File: src/rtl/dual_port_rw.sv
// Simple dual-port register file: one write port, one registered read port, shared clock.
// Synchronous active-low reset clears every word and the read register; same-address collisions are write-first.
module dual_port_rw #(
    parameter int DATA_W = 4,
    parameter int ADDR_W = 2
) (
    input  logic              clk,
    input  logic              rst,
    input  logic              write_en,
    input  logic [ADDR_W-1:0] write_address,
    input  logic [DATA_W-1:0] data_in,
    input  logic              read_en,
    input  logic [ADDR_W-1:0] read_address,
    output logic [DATA_W-1:0] data_out
);

    localparam int DEPTH = 2 ** ADDR_W;

    logic [DATA_W-1:0] mem [DEPTH];
    logic              collision;

    assign collision = write_en && (write_address == read_address);

    always_ff @(posedge clk) begin
        if (!rst) begin
            for (int i = 0; i < DEPTH; i++) begin
                mem[i] <= '0;
            end
        end else if (write_en) begin
            mem[write_address] <= data_in;
        end
    end

    // Forward the incoming word on a same-address hit so the read sees the new value this edge.
    always_ff @(posedge clk) begin
        if (!rst) begin
            data_out <= '0;
        end else if (read_en) begin
            data_out <= collision ? data_in : mem[read_address];
        end
    end

endmodule

File: config.mk
export PLATFORM = sky130hd
export DESIGN_NAME = dual_port_rw
export DESIGN_NICKNAME = d
export VERILOG_FILES = /design/src/rtl/dual_port_rw.sv
export SDC_FILE = /design/constraint.sdc
export NUM_CORES = 1
export LEC_CHECK = 0
export ABC_AREA = 1
export CELL_PAD_IN_SITES_DETAIL_PLACEMENT = 0
export CELL_PAD_IN_SITES_GLOBAL_PLACEMENT = 1
export CORE_ASPECT_RATIO = 0.8
export CORE_MARGIN = 2
export CORE_UTILIZATION = 34
export DETAILED_ROUTE_END_ITERATION = 12
export PLACE_DENSITY_LB_ADDON = 0.1
export SKIP_CTS_REPAIR_TIMING = 1
export SLEW_MARGIN = 20
export SYNTH_ARGS = -nofsm -noshare
export SYNTH_HDL_FRONTEND = slang
export SYNTH_SLANG_ARGS = --single-unit
File: constraint.sdc
create_clock -name clk -period 1.16 [get_ports clk]
set_input_delay 0.232 -clock clk [delete_from_list [all_inputs] [get_ports clk]]
set_output_delay 0.232 -clock clk [all_outputs]
set_load 0.005 [all_outputs]
==> results of run 1 <==
worst min path at each step:
stage	to	start	slack [ns]	cells past startpoint
floorplan	mem[0][0]$_SDFFCE_PN0P_	data_in[0]	0.48	2
global placement	data_out[3]$_SDFFE_PN0P_	data_out[3]$_SDFFE_PN0P_	0.54	4
detailed placement	data_out[3]$_SDFFE_PN0P_	data_out[3]$_SDFFE_PN0P_	0.54	4
CTS	data_out[3]$_SDFFE_PN0P_	data_out[3]$_SDFFE_PN0P_	0.56	4
global route	data_out[3]$_SDFFE_PN0P_	rst	0.59	6
finish	data_out[2]$_SDFFE_PN0P_	rst	0.52	6
cell usage in the layout, fill, tap and decap left out:
| master | n |
|---|---|
| dlymetal6s2s_1 | 10 |
| nor2_1 | 34 |
| nand2_1 | 19 |
| clkinvlp_4 | 1 |
| nand3_2 | 1 |
| o22ai_1 | 4 |
| clkdlybuf4s50_1 | 5 |
| nand2_2 | 4 |
| clkinvlp_2 | 1 |
| inv_2 | 2 |
| nor2_4 | 2 |
| nor3_1 | 1 |
| buf_4 | 18 |
| edfxtp_1 | 16 |
| clkinv_1 | 1 |
| nand3_1 | 10 |
| inv_1 | 12 |
| a21oi_2 | 1 |
| dfxtp_1 | 4 |
| o21ai_0 | 8 |
| clkbuf_8 | 3 |
| nor2_2 | 1 |
layout make-up:
cell class / instances / area (sq um) / area share (%)
Timing Repair inverter: 1 / 5.005 / 0.3524
Timing Repair Buffer: 33 / 310.3 / 21.85
Multi-Input combinational cell: 85 / 391.6 / 27.58
Clock inverter: 1 / 3.754 / 0.2643
Tap cell: 38 / 47.55 / 3.348
Inverter: 15 / 60.06 / 4.229
Sequential cell: 20 / 560.5 / 39.47
Clock buffer: 3 / 41.29 / 2.907
power groups by stage:
stage	logic [mW]	registers (mW)	clock network (mW)
global route	0.316	0.860	0.518
floorplan	0.137	0.863	0
global placement	0.282	0.871	0
CTS	0.283	0.856	0.478
finish	0.283	0.854	0.471
detailed placement	0.282	0.872	0
cell families (layout without fill, tap and decap cells):
| family | after synthesis | in the layout | synth area share [%] |
|---|---|---|---|
| AO/OA/AOI/OAI | 13 | 13 | 6.887 |
| buffers and inverters | 17 | 53 | 7.010 |
| flip-flops | 20 | 20 | 55.10 |
| AND/OR/NAND/NOR | 72 | 72 | 31.00 |
worst max-delay path: stages:
cell             delay, ns
clkdlybuf4s50_1       0.45
inv_1                 0.06
nor2_1                0.19
nand3_1               0.10
nand3_1               0.11
nand2_1               0.06
inv_1                 0.04
sequential cells by signal, indices dropped and copies added, names as in the netlist:
| register | flops |
|---|---|
| data_out | 4 |
| mem | 16 |
per-stage QoR:
| step | hold WS, ns | worst slack [ns] | power (mW) |
|---|---|---|---|
| detailed placement | 0.5432 | -0.5305 | 1.154 |
| floorplan | 0.4751 | 0.01765 | 1.001 |
| finish | 0.5191 | 0.1306 | 1.608 |
| CTS | 0.5579 | -0.2533 | 1.617 |
| global placement | 0.5369 | -0.4931 | 1.153 |
| global route | 0.5865 | 0.01488 | 1.693 |
routing by layer:
layer	vias to the layer above	share of wire [%]	routed length, um	track usage (%)
met5	-	0	0	0
met4	0	0.77	19	4.167
met3	2	5.4	135	4.255
met2	24	43	1061	23.02
met1	413	51	1261	22.59
li1	467	-	-	-
==> reports/qor.yml, run 1 <==
syn_area_sq_um: 1017
cts.clk_slew.worst_paths_ns: 0.08
dieHeight_um: 52.92
nFillCells: 290
port_buffers: 15
drive_gt1_share_pct: 21.52
hold_viol_final: 0
p_comb_share_pct: 17.6
slew_viol_final: 0
area_delta_synth_final_pct: 39.61
max_cap_viol_count: 0
initial_core_util_pct: 36.23
async_flop_share_pct: 0
ys_ff_latch: 20
synth_edf_count: 16
setup_tns_ns: 0
syn-instance-count: 122
synth_nets: 134
grt_pass1_vias: 827
fmax_mhz: 971.5
remaining_drc_errors: 0
synthMostInstantiatedCell: "nor2_1"
fin_area_sq_um: 1420
pin_count: 16
p_clk_share_pct: 29.3
grt.total_usage_pct: 15.63
setup-violations-final: 0
startpoint: "data_in[1]"
dpl_cell_area_sq_um: 1335
stdcell_count: 196
power_frac_seq_pct: 53.1
clock-sinks: 20
status: "completed"
viasPerCell: 4.622
vdd_drop_max_mv: 0.5905
drt_iter0_markers: 30
die_area_sq_um: 3448
clk_latency_ns: 0.26
yosysWarnings: 0
final_util_pct: 50.58
gp_congestion: 0.7884
cts_tree: "built"
internal_power_mw: 1.203
cts_made_buffers: 3
ys_top_cells_by_area: "edfxtp_1 47%, nor2_1 13%, dfxtp_1 7.9%, nand2_1 7.4%, nand3_1 4.9%"
ant_nets: 0
critical_path_required_ns: 1.37
worstHoldPathType: "in2reg"
synth_largest_area_cell: "edfxtp_1"
clock_path_buffers: 2
crit_path_end: "data_out[1]$_SDFFE_PN0P_"
antennaDiodeCount: 0
cp_max_fo: 2
rr_worst_depth: 6
leakage_nw: 0.7212
postSynthAreaPerCell_sq_um: 8.338
hpwl_um: 1960
skew_ns: 0.002740
reg2reg_to: "data_out[0]$_SDFFE_PN0P_"
clockRootBuffer: "clkbuf_8"
yosys_most_used_dff: "edfxtp_1"
grt_pass1_wl_um: 3912
p_sw_share_pct: 25.18
worstPathArrival_ns: 1.24
synth_common_cells: "34 x nor2_1, 20 x nand2_1, 16 x edfxtp_1"
post-route-period-util_pct: 88.74
end_kind: "flip-flop"
fin_crit_ns: 1.029
fp-row-count: 17
tightestPinTransition_ns: 0.2765
vias: 906
synthDominantCellAreaShare_pct: 47.23
seq_area_frac_synth_pct: 55.10
rrSetupSlack_ns: 0.15
wl_per_cell_um: 12.64
cp-start-kind: "primary input"
chipWidth_um: 65.16
cellPowerDensity_nw_per_um2: 1132
timing.slew.headroom_pct: 81.51
dr.pass1.iters: 4
antenna_found_initial: 0
cts-htree-levels: 1
grt_overflow_total: 0
rsz0062_at_grt: "false"
yosysUniqueCellTypes: 17
reg2reg_from: "mem[2][0]$_SDFFCE_PN0P_"
path_class: "in2reg"
dp.cells: 191
grt_start_max_net_pins: 12
design.core.area_sq_um: 2808
nNetsFinal: 171
netSwitchingPower_uw: 404.8
wl_um: 2478
No activity file was read; power rests on OpenSTA's default activity.
==> run 2, diff against run 1 <==
--- a/config.mk
+++ b/config.mk
@@ -14,6 +14,7 @@
 export DETAILED_ROUTE_END_ITERATION = 12
 export PLACE_DENSITY_LB_ADDON = 0.1
 export SKIP_CTS_REPAIR_TIMING = 1
+export SKIP_LAST_GASP = 1
 export SLEW_MARGIN = 20
 export SYNTH_ARGS = -nofsm -noshare
 export SYNTH_HDL_FRONTEND = slang
==> results of run 2 <==
Final layout, timing and power as in run 1 (identical DEF).
